===== src/rtl/imem_port_arbiter_if.sv =====
// Bus bundle between the IF stage, the program loader, the byte-wide memory
// and the imem port arbiter.
interface imem_port_arbiter_if #(parameter int ADDR_W = 7);
   logic              FetchReq;
   logic [31:0]       FetchAddr;
   logic [31:0]       Instruction;
   logic              FetchValid;
   logic              FetchErr;
   logic              FetchBusy;
   logic              LoadReq;
   logic [ADDR_W-1:0] LoadAddr;
   logic [7:0]        LoadData;
   logic              LoadAck;
   logic [ADDR_W-1:0] MemAddr;
   logic              MemWE;
   logic [7:0]        MemWrData;
   logic [7:0]        MemRdData;

   modport slave (
      input  FetchReq, FetchAddr, LoadReq, LoadAddr, LoadData, MemRdData,
      output Instruction, FetchValid, FetchErr, FetchBusy, LoadAck,
             MemAddr, MemWE, MemWrData
   );

   modport master (
      output FetchReq, FetchAddr, LoadReq, LoadAddr, LoadData, MemRdData,
      input  Instruction, FetchValid, FetchErr, FetchBusy, LoadAck,
             MemAddr, MemWE, MemWrData
   );
endinterface


===== src/rtl/imem_port_arbiter.sv =====
// Shares one synchronous byte port between 4-beat MSB-first word fetches and
// single-byte loader writes, with round-robin arbitration on ties.
//
//  state | meaning
//  IDLE  | waiting; arbitrates between fetch and load
//  FETCH | beat counter cnt 0..4 issues 4 reads and collects the bytes
//  LOAD  | one-cycle byte write, LoadAck high
//  DONE  | FetchValid high; arbitrates again so the next grant costs no cycle
module imem_port_arbiter #(
   parameter int          MEM_BYTES = 128,
   parameter logic [31:0] HALT_WORD = 32'hFC000000
) (
   input logic               CLK,
   input logic               Reset,
   imem_port_arbiter_if.slave bus
);
   localparam int AW = $clog2(MEM_BYTES);

   localparam logic [1:0] S_IDLE  = 2'd0;
   localparam logic [1:0] S_FETCH = 2'd1;
   localparam logic [1:0] S_LOAD  = 2'd2;
   localparam logic [1:0] S_DONE  = 2'd3;

   localparam logic GNT_FETCH = 1'b0;
   localparam logic GNT_LOAD  = 1'b1;

   logic [1:0]    state_q, state_d;
   logic [2:0]    cnt_q, cnt_d;
   logic [AW-1:0] base_q, base_d;
   logic [23:0]   asm_q, asm_d;
   logic [31:0]   instr_q, instr_d;
   logic          fvalid_q, fvalid_d;
   logic          ferr_q, ferr_d;
   logic          lack_q, lack_d;
   logic [AW-1:0] maddr_q, maddr_d;
   logic          mwe_q, mwe_d;
   logic [7:0]    mwdata_q, mwdata_d;
   logic          last_q, last_d;
   logic          grant_fetch, grant_load, fetch_oor;

   always_comb begin
      state_d     = state_q;
      cnt_d       = cnt_q;
      base_d      = base_q;
      asm_d       = asm_q;
      instr_d     = instr_q;
      fvalid_d    = 1'b0;
      ferr_d      = 1'b0;
      lack_d      = 1'b0;
      maddr_d     = maddr_q;
      mwe_d       = 1'b0;
      mwdata_d    = mwdata_q;
      last_d      = last_q;
      grant_fetch = bus.FetchReq && (!bus.LoadReq || last_q == GNT_LOAD);
      grant_load  = bus.LoadReq && !grant_fetch;
      fetch_oor   = |bus.FetchAddr[31:AW];

      case (state_q)
         S_IDLE, S_DONE: begin
            state_d = S_IDLE;
            if (grant_fetch) begin
               last_d = GNT_FETCH;
               if (fetch_oor) begin
                  // out-of-range fetch never touches memory
                  state_d  = S_DONE;
                  instr_d  = HALT_WORD;
                  fvalid_d = 1'b1;
                  ferr_d   = 1'b1;
               end else begin
                  state_d = S_FETCH;
                  cnt_d   = 3'd0;
                  base_d  = bus.FetchAddr[AW-1:0] & ~AW'(3);
                  maddr_d = bus.FetchAddr[AW-1:0] & ~AW'(3);
               end
            end else if (grant_load) begin
               last_d   = GNT_LOAD;
               state_d  = S_LOAD;
               maddr_d  = bus.LoadAddr;
               mwdata_d = bus.LoadData;
               mwe_d    = 1'b1;
               lack_d   = 1'b1;
            end
         end
         S_FETCH: begin
            cnt_d = cnt_q + 3'd1;
            if (cnt_q < 3'd3) maddr_d = base_q + AW'(cnt_q + 3'd1);
            // read data trails the address by one beat
            if (cnt_q == 3'd4) begin
               instr_d  = {asm_q, bus.MemRdData};
               fvalid_d = 1'b1;
               cnt_d    = 3'd0;
               state_d  = S_DONE;
            end else if (cnt_q != 3'd0) begin
               asm_d = {asm_q[15:0], bus.MemRdData};
            end
         end
         S_LOAD: begin
            state_d = S_IDLE;
         end
         default: begin
            state_d = S_IDLE;
         end
      endcase
   end

   always_ff @(posedge CLK) begin
      if (Reset) begin
         state_q  <= S_IDLE;
         cnt_q    <= 3'd0;
         base_q   <= '0;
         asm_q    <= '0;
         instr_q  <= '0;
         fvalid_q <= 1'b0;
         ferr_q   <= 1'b0;
         lack_q   <= 1'b0;
         maddr_q  <= '0;
         mwe_q    <= 1'b0;
         mwdata_q <= '0;
         last_q   <= GNT_LOAD;
      end else begin
         state_q  <= state_d;
         cnt_q    <= cnt_d;
         base_q   <= base_d;
         asm_q    <= asm_d;
         instr_q  <= instr_d;
         fvalid_q <= fvalid_d;
         ferr_q   <= ferr_d;
         lack_q   <= lack_d;
         maddr_q  <= maddr_d;
         mwe_q    <= mwe_d;
         mwdata_q <= mwdata_d;
         last_q   <= last_d;
      end
   end

   assign bus.Instruction = instr_q;
   assign bus.FetchValid  = fvalid_q;
   assign bus.FetchErr    = ferr_q;
   assign bus.FetchBusy   = (state_q != S_IDLE);
   assign bus.LoadAck     = lack_q;
   assign bus.MemAddr     = maddr_q;
   assign bus.MemWE       = mwe_q;
   assign bus.MemWrData   = mwdata_q;
endmodule


===== src/flat_wrapper.sv =====
// flat-port wrapper written by rule: the top's interface ports become plain ports
module imem_port_arbiter_flat 
#(
   parameter int          MEM_BYTES = 128,
   parameter logic [31:0] HALT_WORD = 32'hFC000000
)
  (CLK, Reset, bus_FetchReq, bus_FetchAddr, bus_LoadReq, bus_LoadAddr, bus_LoadData, bus_MemRdData, bus_Instruction, bus_FetchValid, bus_FetchErr, bus_FetchBusy, bus_LoadAck, bus_MemAddr, bus_MemWE, bus_MemWrData);
  imem_port_arbiter_if bus_i ();
  input logic CLK;
  input logic Reset;
  input wire logic [$bits(bus_i.FetchReq)-1:0] bus_FetchReq;
  input wire logic [$bits(bus_i.FetchAddr)-1:0] bus_FetchAddr;
  input wire logic [$bits(bus_i.LoadReq)-1:0] bus_LoadReq;
  input wire logic [$bits(bus_i.LoadAddr)-1:0] bus_LoadAddr;
  input wire logic [$bits(bus_i.LoadData)-1:0] bus_LoadData;
  input wire logic [$bits(bus_i.MemRdData)-1:0] bus_MemRdData;
  output wire logic [$bits(bus_i.Instruction)-1:0] bus_Instruction;
  output wire logic [$bits(bus_i.FetchValid)-1:0] bus_FetchValid;
  output wire logic [$bits(bus_i.FetchErr)-1:0] bus_FetchErr;
  output wire logic [$bits(bus_i.FetchBusy)-1:0] bus_FetchBusy;
  output wire logic [$bits(bus_i.LoadAck)-1:0] bus_LoadAck;
  output wire logic [$bits(bus_i.MemAddr)-1:0] bus_MemAddr;
  output wire logic [$bits(bus_i.MemWE)-1:0] bus_MemWE;
  output wire logic [$bits(bus_i.MemWrData)-1:0] bus_MemWrData;
  assign bus_i.FetchReq = bus_FetchReq;
  assign bus_i.FetchAddr = bus_FetchAddr;
  assign bus_i.LoadReq = bus_LoadReq;
  assign bus_i.LoadAddr = bus_LoadAddr;
  assign bus_i.LoadData = bus_LoadData;
  assign bus_i.MemRdData = bus_MemRdData;
  assign bus_Instruction = bus_i.Instruction;
  assign bus_FetchValid = bus_i.FetchValid;
  assign bus_FetchErr = bus_i.FetchErr;
  assign bus_FetchBusy = bus_i.FetchBusy;
  assign bus_LoadAck = bus_i.LoadAck;
  assign bus_MemAddr = bus_i.MemAddr;
  assign bus_MemWE = bus_i.MemWE;
  assign bus_MemWrData = bus_i.MemWrData;
  imem_port_arbiter #(.MEM_BYTES(MEM_BYTES), .HALT_WORD(HALT_WORD)) u_core (.CLK(CLK), .Reset(Reset), .bus(bus_i));
endmodule

===== config.mk =====
export PLATFORM = sky130hd
export DESIGN_NAME = imem_port_arbiter_flat
export DESIGN_NICKNAME = d
export VERILOG_FILES = /design/src/rtl/imem_port_arbiter_if.sv /design/src/rtl/imem_port_arbiter.sv /design/src/flat_wrapper.sv
export SDC_FILE = /design/constraint.sdc
export NUM_CORES = 1
export LEC_CHECK = 0
export ABC_CLOCK_PERIOD_IN_PS = 5260
export CAP_MARGIN = 15
export CORE_UTILIZATION = 45
export DETAILED_ROUTE_END_ITERATION = 10
export DONT_BUFFER_PORTS = 1
export GPL_TIMING_DRIVEN = 1
export PLACE_DENSITY = 0.69
export SETUP_SLACK_MARGIN = 0.5
export SYNTH_ARGS = -nofsm -noshare
export SYNTH_HDL_FRONTEND = slang
export SYNTH_SLANG_ARGS = --single-unit

===== constraint.sdc =====
create_clock -name CLK -period 5.26 [get_ports CLK]
set_input_delay 1.578 -clock CLK [delete_from_list [all_inputs] [get_ports CLK]]
set_output_delay 1.578 -clock CLK [all_outputs]
set_load 0.005 [all_outputs]

After elaboration in Yosys (flattened, before gate mapping)
Index checks and enable logic that the tools add are counted.
{ "op_classes": {"addsub": 3, "n_lt_le_gt_ge": 1, "n_eq_ne": 11, "n_mux": 25, "bitwise": 4, "n_reduce_logical": 21} }
{ "op_table": {"columns": ["operator", "n"], "rows": [
  ["$mux 32", 3],
  ["$pmux 32 s2", 1],
  ["$mux 7", 4],
  ["$reduce_or 25->1", 1],
  ["$pmux 7 s2", 1],
  ["$reduce_and 3->1", 4],
  ["$mux 3", 3],
  ["$mux 2", 4],
  ["$ne 2x1->1 const B", 4],
  ["$reduce_and 4->1", 2],
  ["$add 7x7->7", 1],
  ["$mux 1", 6],
  ["$pmux 2 s3", 1],
  ["$pmux 3 s2", 1],
  ["$reduce_bool 2->1", 3],
  ["$add 3x1->4 const B", 1],
  ["$eq 2x2->1 const B", 2],
  ["$not 1->1", 4],
  ["$reduce_or 2->1", 2],
  ["$add 3x1->3 const B", 1],
  ["$eq 3x3->1 const B", 1],
  ["$lt 3x2->1 const B", 1],
  ["$ne 3x1->1 const B", 1],
  ["$ne 3x3->1 const B", 1],
  ["other kinds (10)", 12]
]} }
{ "word_totals": {"reg_bits": 85, "out_inout_bits": 52} }

Depth between registers and ports, before layout
Gate-level depths: netlist of the first run.
{ "logic_depth": {"depth_word": 8, "ltp_mapped": 9} }

Worst setup path after synthesis of the first run
Ideal clock, no wire load.
{ "synth_path": {"path_type": "input port to flip-flop", "from": "in bus_FetchAddr[28]", "to": "reg u_core.base_q[2]", "t_arrival_ns": 3.107, "path_slack_ns": 2.026, "path_stages": 5, "n_path_buf": 0, "path_cell_list": "or4_4 or3_4 nor4_4 mux2i_1 nor2_1"} }
{ "synth_via": {"elab_chain_cells": 3} }
{ "synth_rtl": {"columns": ["item", "line", "source"], "rows": [
  ["from (decl)", "flat_wrapper.sv:12", "input wire logic [$bits(bus_i.FetchAddr)-1:0] bus_FetchAddr;"],
  ["$reduce_or 25->1", "imem_port_arbiter.sv:56", "fetch_oor = |bus.FetchAddr[31:AW];"],
  ["$not 1->1 (no line)", null, null],
  ["$reduce_and 3->1 (no line)", null, null],
  ["to (signal assigned)", "imem_port_arbiter.sv:123", "base_q <= base_d;"],
  ["to (decl)", "imem_port_arbiter.sv:29", "logic [AW-1:0] base_q, base_d;"]
]} }
No other way between the ends.
A chain may end at the register's enable or synchronous reset.

Worst setup path in the final report of the first run
{ "layout_path": {"from": "in bus_FetchAddr[28]", "to": "reg u_core.instr_q[27] (netlist: u_core.bus.Instruction[27])"} }
{ "layout_via": {"elab_chain_cells": 3} }
{ "layout_rtl": {"columns": ["item", "line", "source"], "rows": [
  ["$reduce_or 25->1", "imem_port_arbiter.sv:56", null],
  ["$ne 2x1->1 (no line)", null, null],
  ["$reduce_and 4->1 (no line)", null, null],
  ["to (signal assigned)", "imem_port_arbiter.sv:125", "instr_q <= instr_d;"],
  ["to (decl)", "imem_port_arbiter.sv:31", "logic [31:0] instr_q, instr_d;"]
]} }
No other way between the ends.

==> results.txt, run 1 <==
CTS tree: built
Fill cells: 728
Number of global-route vias before repair: 2,801
Final Cycle Share: 0.597
Final Hold Vio Count: 0
Routed len/inst: 16.0 um
Residual DRC count: 0
Final Wtd Congestion: 0.820
Dpl hpwl: 5680 um
VDD IR-drop max: 0.201 mV
Yosys synthesis warning count: 0
DIE AREA: 0.00832 sq mm
Largest fanout on the critical path: 28
Leakage: 0.00129 uW
Number of gates resized after CTS: 0
Final layout net count: 480
Slew Limit Fails: 0
Share of synthesized registers carrying an async set or reset: 0
FMAX: 318 MHz
Routed vias: 2,895
Cells after Synth: 425
WL final: 8310 um
Hold-fix buffers, CTS: 0
Synth Flop Type: dfxtp_1
Clock Latency Late Sink: 360 ps
Setup crit start kind: input pin
First drt pass iteration count: 4
Post-synth EDFFs: 0
Pin count of the biggest net entering global routing: 76
RSZ-0062 raised after global routing: no
Critical Path Sink Type: flop
Worst hold-check slack: 455 ps
Tmin final: 3140 ps
Row count: 32
Initial core utilization: 0.463
Initial antenna violation count: 0
Post-CTS setup buffers: 0
Max clock buf depth: 2
Status: completed
Most frequent cells in the layout: 90 x nand2_1, 85 x dfxtp_1, 59 x a21oi_1
Crit Path Class: input pin to flop
Layout cells sized above 1: 0.0766
Relative slew slack: 0.372
Synth Cell Area: 0.00358 sq mm
Clock skew: 11.6 ps
Die H: 91.2 um
Num CTS Buffers: 9
Most common cell after layout, fill and taps aside: nand2_1
I/O pin count: 111
Total power: 1580 uW
Setup violations, final: 0
Die Width: 91.2 um
Mapped Avg Cell Area: 8.42 sq um
CTS H-tree depth: 3
Total grt overflow: 0
CTS clk-pin slew, worst paths: 90 ps
Port Buf Inserts: 0
Register area share after synthesis: 0.475
GRT Util Overall: 0.206
Post-DRT Antenna Nets: 0
Syn Nets: 492
Sink Count: 85
First-pass GRT wire length: 13,500 um
Root Buffer: clkbuf_8
Layout area overhead: 6.29%
Post-synthesis register bit count: 85
Power Density: 415 mW/mm^2
Worst slew pin tran: 942 ps
Final setup TNS: 0 ps
Critical path required time: 5510 ps
Crit path DAT: 3390 ps
Core footprint: 0.00773 sq mm
Yosys cell types: 44
Min-Delay Path Class: flop to flop
Initial DRC Count: 145
Inserted Diodes: 0
Vias per cell: 5.57
Max-Cap Viols: 0
power breakdown:
group,internal (uW),switching (uW),leakage [uW]
registers,714,55.5,0.000690
clock network,178,252,0.0000881
logic,133,246,0.000513
total,1020,553,0.00129
worst max-delay path, cell delays in order:
cell and delay, ps:
or4_4 540, nor4_2 370, and2_1 180, buf_4 260, nor2_1 160, o221a_2 280
state kept, by name, summed over array words and instances, names as in the netlist:
register,cells
u_core.bus.FetchErr,1
u_core.bus.LoadAck,1
u_core.asm_q,24
u_core.bus.Instruction,32
u_core.last_q,1
u_core.cnt_q,3
u_core.base_q,5
u_core.bus.MemAddr,7
u_core.bus.MemWrData,8
u_core.state_q,2
u_core.bus.FetchValid,1
metal layers:
metal	up-vias	track usage	part of all wire
li1	1445	-	-
met1	1334	0.235	0.41
met2	112	0.352	0.50
met3	4	0.0829	0.086
met4	0	0.0595	0.0060
met5	-	0	0
logic make-up after synthesis:
logic type,count (synthesis),synth area share
simple gates,146,0.187
mux,20,0.0563
flops,85,0.475
buf+inv,41,0.0465
xor+xnor,3,0.00734
fa+ha+maj,8,0.0301
compound gates,122,0.197
cells in the mapped netlist, types with 2 or more instances:
cell	n	area, sq um
nand2_1	90	338
dfxtp_1	85	1700
a21oi_1	59	295
o21ai_0	38	190
nor2_1	26	97.6
clkbuf_1	20	75.1
mux2i_1	19	190
inv_1	14	52.6
ha_1	7	87.6
nand3_1	5	25.0
a31oi_1	4	25.0
buf_2	4	20.0
o211ai_1	4	30.0
o221a_1	4	45.0
nor4_1	3	18.8
or3_1	3	18.8
a211oi_1	2	15.0
a311o_1	2	20.0
a311oi_1	2	17.5
and2_1	2	12.5
buf_4	2	15.0
nand2b_1	2	12.5
nor3_2	2	20.0
o221a_2	2	22.5
or3_4	2	22.5
or4_1	2	15.0
or4_4	2	22.5
xnor2_1	2	17.5
final cells by class:
type | instances | area (sq um) | area share
inverters | 14 | 52.6 | 0.0138
flip-flops and latches | 85 | 1700 | 0.447
repair buffers | 4 | 30.0 | 0.00789
clock buffers | 9 | 124 | 0.0326
clock inverters | 7 | 57.6 | 0.0151
well taps | 102 | 128 | 0.0335
multi-input cells | 299 | 1710 | 0.450
final timing paths:
| check | start | to | slack, ps | depth (start not counted) |
|---|---|---|---|---|
| max | bus_FetchAddr[28] | u_core.bus.Instruction[27]$_SDFFE_PP0P_ | 2120 | 6 |
| min | u_core.asm_q[16]$_SDFFE_PP0P_ | u_core.asm_q[16]$_SDFFE_PP0P_ | 460 | 2 |
| max reg2reg | u_core.cnt_q[0]$_SDFFE_PP0P_ | u_core.bus.MemAddr[6]$_SDFFE_PP0P_ | 2890 | 9 |
| min reg2reg | u_core.asm_q[16]$_SDFFE_PP0P_ | u_core.asm_q[16]$_SDFFE_PP0P_ | 460 | 2 |
per-stage QoR:
| stage | cell area, sq um | setup WS (ps) | std cells | util |
|---|---|---|---|---|
| 6_report | 3800 | 2120 | 520 | 0.492 |
| 5_1_grt | 3800 | 2010 | 520 | 0.492 |
| 4_1_cts | 3800 | 2120 | 520 | 0.492 |
| 3_5_place_dp | 3620 | 1740 | 504 | 0.469 |
| 3_3_place_gp | 3620 | 1780 | 504 | 0.469 |
| 2_1_floorplan | 3580 | 2030 | 425 | - |
Note: power is estimated with default switching activity, not from simulation.
==> run 2, diff against run 1 <==
Settings changed: ABC_CLOCK_PERIOD_IN_PS 5260 to 2800, PLACE_DENSITY 0.69 to 0.71.
Clock period 5.26 ns to 2.8 ns, I/O delays scaled along.
==> results.txt, run 2 (synthesis gave the netlist of run 1 again) <==
Layout cells sized above 1: 0.102 (+0.0256)
Initial antenna violation count: 0 (unchanged)
Min-Delay Path Class: flop to flop
R2R Setup Slk: 640 ps (-2250 ps)
Tmin final: 2230 ps
Residual DRC count: 0 (unchanged)
GRT Util Overall: 0.212 (+0.00602)
Reg-to-Reg Start: u_core.cnt_q[0]$_SDFFE_PP0P_
Inserted Diodes: 0 (unchanged)
Post-CTS setup buffers: 0 (unchanged)
Max reg flops: 32 (unchanged)
Die Width: 91.2 um (unchanged)
Port Buf Inserts: 0 (unchanged)
Hold-fix buffers, CTS: 0 (unchanged)
RSZ-0062 raised after global routing: yes
Sink Count: 85 (unchanged)
Final Hold Vio Count: 0 (unchanged)
Routed vias: 2,960 (+2.2%)
Crit path depth: 5 (-1)
Dpl hpwl: 5900 um (+3.9%)
Largest fanout on the critical path: 6 (-79%)
Initial DRC Count: 125 (-14%)
Final layout net count: 483 (+0.63%)
Clock Latency Late Sink: 360 ps (about the same)
Buf+Inv Stages, Crit Path: 0 (-1)
Number of global-route vias before repair: 2,819 (+0.64%)
DIE AREA: 0.00832 sq mm (unchanged)
Hold Crit Depth: 2 (unchanged)
Most frequent cells in the layout: 89 x nand2_1, 83 x dfxtp_1, 59 x a21oi_1
Power Density: 805 mW/mm^2 (+94%)
Total grt overflow: 0 (unchanged)
Max-Cap Viols: 0 (unchanged)
Leakage: 0.00134 uW (+3.8%)
CTS tree: built
Worst slew pin tran: 679 ps (-263 ps)
First drt pass iteration count: 4 (unchanged)
Most common cell after layout, fill and taps aside: nand2_1
Relative slew slack: 0.548 (+0.175)
Setup crit start kind: input pin
VDD IR-drop max: 0.393 mV (+96%)
R2R cell count: 9 (unchanged)
Status: completed
CTS clk-pin slew, worst paths: 80 ps (about the same)
Total power: 3160 uW (+100%)
Worst path slowest cell: or4_4
Vias per cell: 5.66 (+1.7%)
Top delay family on crit path: simple AND/OR/NAND/NOR gates
Final Cycle Share: 0.796
Crit Path Class: input pin to flop
Final Wtd Congestion: 0.797 (-2.8%)
Fill cells: 737 (+1.2%)
Worst flop-to-flop path endpoint: u_core.bus.MemAddr[6]$_SDFFE_PP0P_
Initial core utilization: 0.463 (unchanged)
Final setup TNS: 0 ps (unchanged)
I/O pin count: 111 (unchanged)
Die H: 91.2 um (unchanged)
FMAX: 449 MHz
Setup violations, final: 0 (unchanged)
Max stage delay on crit path: 570 ps (+30 ps)
Critical Path Sink Type: flop
CTS H-tree depth: 3 (unchanged)
Clock skew: 10.2 ps (-1.41 ps)
Post-DRT Antenna Nets: 0 (unchanged)
Critical path required time: 3050 ps (-2460 ps)
Routed len/inst: 16.4 um (+2.7%)
Hold EP: u_core.asm_q[18]$_SDFFE_PP0P_
Row count: 32 (unchanged)
First-pass GRT wire length: 13,800 um (+2.4%)
Core footprint: 0.00773 sq mm (unchanged)
Worst path cell trace: or4_4 > nor4_4 > and2_1 > nor2_1 > o221a_2
Worst hold-check slack: 459 ps (+3.68 ps)
Hold path startpoint: u_core.asm_q[18]$_SDFFE_PP0P_
Num CTS Buffers: 9 (unchanged)
WL final: 8580 um (+3.3%)
Crit path DAT: 2480 ps (-910 ps)
Slew Limit Fails: 0 (unchanged)
Root Buffer: clkbuf_8
Layout area overhead: 9.61%
Max clock buf depth: 2 (unchanged)
Pin count of the biggest net entering global routing: 76 (unchanged)
[run 2: power breakdown]
part	internal [uW]	switching [uW]	total [uW]
Combinational	266	466	733
Clock	511	464	975
Sequential	1340	107	1450
[run 2: worst max path at each step]
stage / slack (ps) / to / startpoint
after global placement: 150 / u_core.bus.Instruction[29]$_SDFFE_PP0P_ / bus_FetchAddr[28]
after global routing: 490 / u_core.bus.MemAddr[6]$_SDFFE_PP0P_ / u_core.cnt_q[0]$_SDFFE_PP0P_
final: 570 / u_core.bus.Instruction[27]$_SDFFE_PP0P_ / bus_FetchAddr[28]
after detailed placement: 130 / u_core.bus.Instruction[29]$_SDFFE_PP0P_ / bus_FetchAddr[28]
after floorplan: 300 / u_core.base_q[2]$_SDFFE_PP0P_ / bus_FetchAddr[28]
after CTS: 510 / u_core.bus.Instruction[27]$_SDFFE_PP0P_ / bus_FetchAddr[28]
[run 2: stage by stage]
step / instances / cell area [sq um] / setup WS, ps / utilization
6_report: 523 / 3920 / 571 / 0.508
5_1_grt: 523 / 3920 / 490 / 0.508
4_1_cts: 523 / 3890 / 514 / 0.503
3_5_place_dp: 507 / 3660 / 132 / 0.474
3_3_place_gp: 507 / 3660 / 153 / 0.474
2_1_floorplan: 425 / 3580 / 304 / -
[run 2: final cells by class]
type	count	area, sq um	area share
multi-input cells	299	1750	0.447
flip-flops and latches	85	1700	0.434
clock buffers	10	128	0.0325
well taps	102	128	0.0325
clock inverters	6	93.8	0.0239
repair buffers	7	65.1	0.0166
inverters	14	52.6	0.0134
[run 2: timing repair]
action                     4_1_cts  5_1_grt
resized for setup                3        7
cloned                           0        0
setup endpoints to repair        2       31
[run 2: metal layers]
| layer | part of all wire | global-route usage | vias up |
|---|---|---|---|
| met3 | 0.092 | 0.101 | 8 |
| met5 | 0 | 0 | - |
| met4 | 0.0089 | 0.0516 | 0 |
| met1 | 0.41 | 0.234 | 1400 |
| li1 | - | - | 1448 |
| met2 | 0.49 | 0.364 | 104 |
[run 2: worst register-to-register path: cells and delay by family, from the launching register on]
| family | cells | cell delay (ps) |
|---|---|---|
| fa+ha+maj | 3 | 800 |
| simple gates | 2 | 450 |
| flops | 1 | 390 |
| xor+xnor | 1 | 150 |
| mux | 1 | 150 |
| compound gates | 1 | 90 |
| buf+inv | 1 | 60 |
==> run 3, diff against run 2 <==
Settings changed: ABC_CLOCK_PERIOD_IN_PS 2800 to 1980.
Clock period 2.8 ns to 1.98 ns, I/O delays scaled along.
==> results.txt, run 3 (synthesis gave the netlist of run 1 again) <==
First-pass GRT wire length: 16,000 um (+16%)
Port Buf Inserts: 0 (unchanged)
Slew Limit Fails: 0 (unchanged)
Leakage: 0.00178 uW (+33%)
Clock skew: 19.1 ps (+8.95 ps)
Hold Crit Depth: 1 (-1)
Critical path required time: 2280 ps (-770 ps)
Final std cells w/o fill: 578 (+11%)
Most common cell after layout, fill and taps aside: dfxtp_1
Initial antenna violation count: 0 (unchanged)
Root Buffer: clkbuf_8
Worst hold-check slack: 289 ps (-170 ps)
Sink Count: 85 (unchanged)
Status: completed
Total grt overflow: 0 (unchanged)
Number of global-route vias before repair: 3,329 (+18%)
Final WS setup: 14.5 ps (-557 ps)
Largest fanout on the critical path: 3 (-3)
CTS clk-pin slew, worst paths: 100 ps (+20 ps)
Worst path cell trace: ha_4 > xor2_2 > ha_2 > inv_2 > fa_2 > or3_1 > nand3_1 > o211ai_1 > mux2i_1
Worst path slowest cell: dfxtp_2
DIE AREA: 0.00832 sq mm (unchanged)
Worst flop-to-flop path endpoint: u_core.bus.MemAddr[6]$_SDFFE_PP0P_
R2R cell count: 9 (unchanged)
Num CTS Buffers: 9 (unchanged)
Final Hold Vio Count: 0 (unchanged)
Worst slew pin tran: 497 ps (-181 ps)
GRT Util Overall: 0.244 (+0.0324)
Routed vias: 3,299 (+11%)
Worst slack, placed: -378 ps (-510 ps)
Crit Path Class: flop to flop
Max reg flops: 32 (unchanged)
R2R Setup Slk: 10 ps (-630 ps)
Crit path DAT: 2260 ps (-220 ps)
Final layout net count: 538 (+11%)
CTS H-tree depth: 3 (unchanged)
Dpl hpwl: 5830 um (-1.1%)
Relative slew slack: 0.668 (+0.120)
Hold-fix buffers, CTS: 0 (unchanged)
Layout cells sized above 1: 0.382 (+0.280)
RSZ-0062 raised after global routing: yes
Cells after DPL: 523 (+3.2%)
Initial DRC Count: 185 (+48%)
Power Density: 1110 mW/mm^2 (+38%)
CTS tree: built
Most frequent cells in the layout: 81 x dfxtp_1, 61 x nand2_1, 53 x a21oi_1
First drt pass iteration count: 4 (unchanged)
FMAX: 509 MHz
Setup violations, final: 0 (unchanged)
WL final: 10,100 um (+18%)
Pin count of the biggest net entering global routing: 76 (unchanged)
Max clock buf depth: 2 (unchanged)
Post-DRT Antenna Nets: 0 (unchanged)
Reg-to-Reg Start: u_core.cnt_q[0]$_SDFFE_PP0P_
Vias per cell: 5.71 (+0.85%)
Worst Setup EP: u_core.bus.MemAddr[6]$_SDFFE_PP0P_
Initial core utilization: 0.463 (unchanged)
Final Cycle Share: 0.993
Core footprint: 0.00773 sq mm (unchanged)
Die Width: 91.2 um (unchanged)
Routed len/inst: 17.6 um (+7.0%)
Buf+Inv Stages, Crit Path: 1 (+1)
Critical Path Sink Type: flop
Total power: 5480 uW (+73%)
Top delay family on crit path: adder cells
Setup crit start kind: flop
Clock Latency Late Sink: 370 ps (about the same)
Residual DRC count: 0 (unchanged)
Tmin final: 1970 ps
Max-Cap Viols: 0 (unchanged)
Die H: 91.2 um (unchanged)
Crit path depth: 9 (+4)
Min-Delay Path Class: input pin to flop
Layout area overhead: 37.5%
CP startpoint: u_core.cnt_q[0]$_SDFFE_PP0P_
Max stage delay on crit path: 360 ps (-210 ps)
I/O pin count: 111 (unchanged)
VDD IR-drop max: 0.632 mV (+61%)
Inserted Diodes: 0 (unchanged)
Final Wtd Congestion: 0.822 (+3.1%)
Row count: 32 (unchanged)
[run 3: cell count changes in the layout (fill, tap and decap cells not counted), moves of 4 or more]
cell and delta:
inv_1 -6, a21oi_1 -6, nand2_1 -28, buf_4 +25
ha_4 +4, o21ai_2 +25, a21oi_2 +6, nand2_2 +24
nor2_1 -4, o21ai_0 -29, buf_16 +4, buf_6 +20
[run 3: per-layer routing]
| layer | global-route usage | share of wire | up-vias | routed length (um) |
|---|---|---|---|---|
| met4 | 0.0952 | 0.020 | 0 | 206 |
| met2 | 0.429 | 0.51 | 116 | 5190 |
| met5 | 0 | 0 | - | 0 |
| met3 | 0.0603 | 0.066 | 19 | 666 |
| li1 | - | - | 1575 | - |
| met1 | 0.284 | 0.40 | 1589 | 4080 |
[run 3: cell type report]
class	instances	area (sq um)
fillers	608	2810
multi-input cells	299	2120
flip-flops and latches	85	1710
repair buffers	62	683
well taps	102	128
clock buffers	9	124
clock inverters	7	92.6
inverters	14	65.1
[run 3: worst min-delay path by stage]
stage | from | to | slack (ps)
after global placement | u_core.asm_q[16]$_SDFFE_PP0P_ | u_core.asm_q[16]$_SDFFE_PP0P_ | 440
after floorplan | u_core.asm_q[19]$_SDFFE_PP0P_ | u_core.asm_q[19]$_SDFFE_PP0P_ | 440
after detailed placement | u_core.asm_q[20]$_SDFFE_PP0P_ | u_core.asm_q[20]$_SDFFE_PP0P_ | 450
after CTS | Reset | u_core.state_q[1]$_SDFFE_PP0P_ | 290
after global routing | Reset | u_core.base_q[4]$_SDFFE_PP0P_ | 270
final | Reset | u_core.base_q[4]$_SDFFE_PP0P_ | 290
[run 3: report_power, final]
group	total [uW]	leakage, uW	switching [uW]	internal [uW]
combinational	2090	0.000980	1120	972
sequential	2060	0.000691	157	1900
clock	1320	0.000109	708	616
[run 3: timing repair]
| action | CTS | global route |
|---|---|---|
| setup endpoints to repair | 83 | 84 |
| pin swaps | 106 | 45 |
| buffers inserted | 22 | 9 |
| resized for setup | 145 | 20 |
| cloned | 7 | 1 |
[run 3: stage by stage]
| step | TNS, ps | cell area, sq um | util |
|---|---|---|---|
| 2_1_floorplan | -6410 | 3660 | - |
| 3_3_place_gp | -10530 | 3840 | 0.496 |
| 3_5_place_dp | -11340 | 3840 | 0.496 |
| 4_1_cts | -146 | 4750 | 0.615 |
| 5_1_grt | -201 | 4920 | 0.637 |
| 6_report | 0 | 4920 | 0.637 |
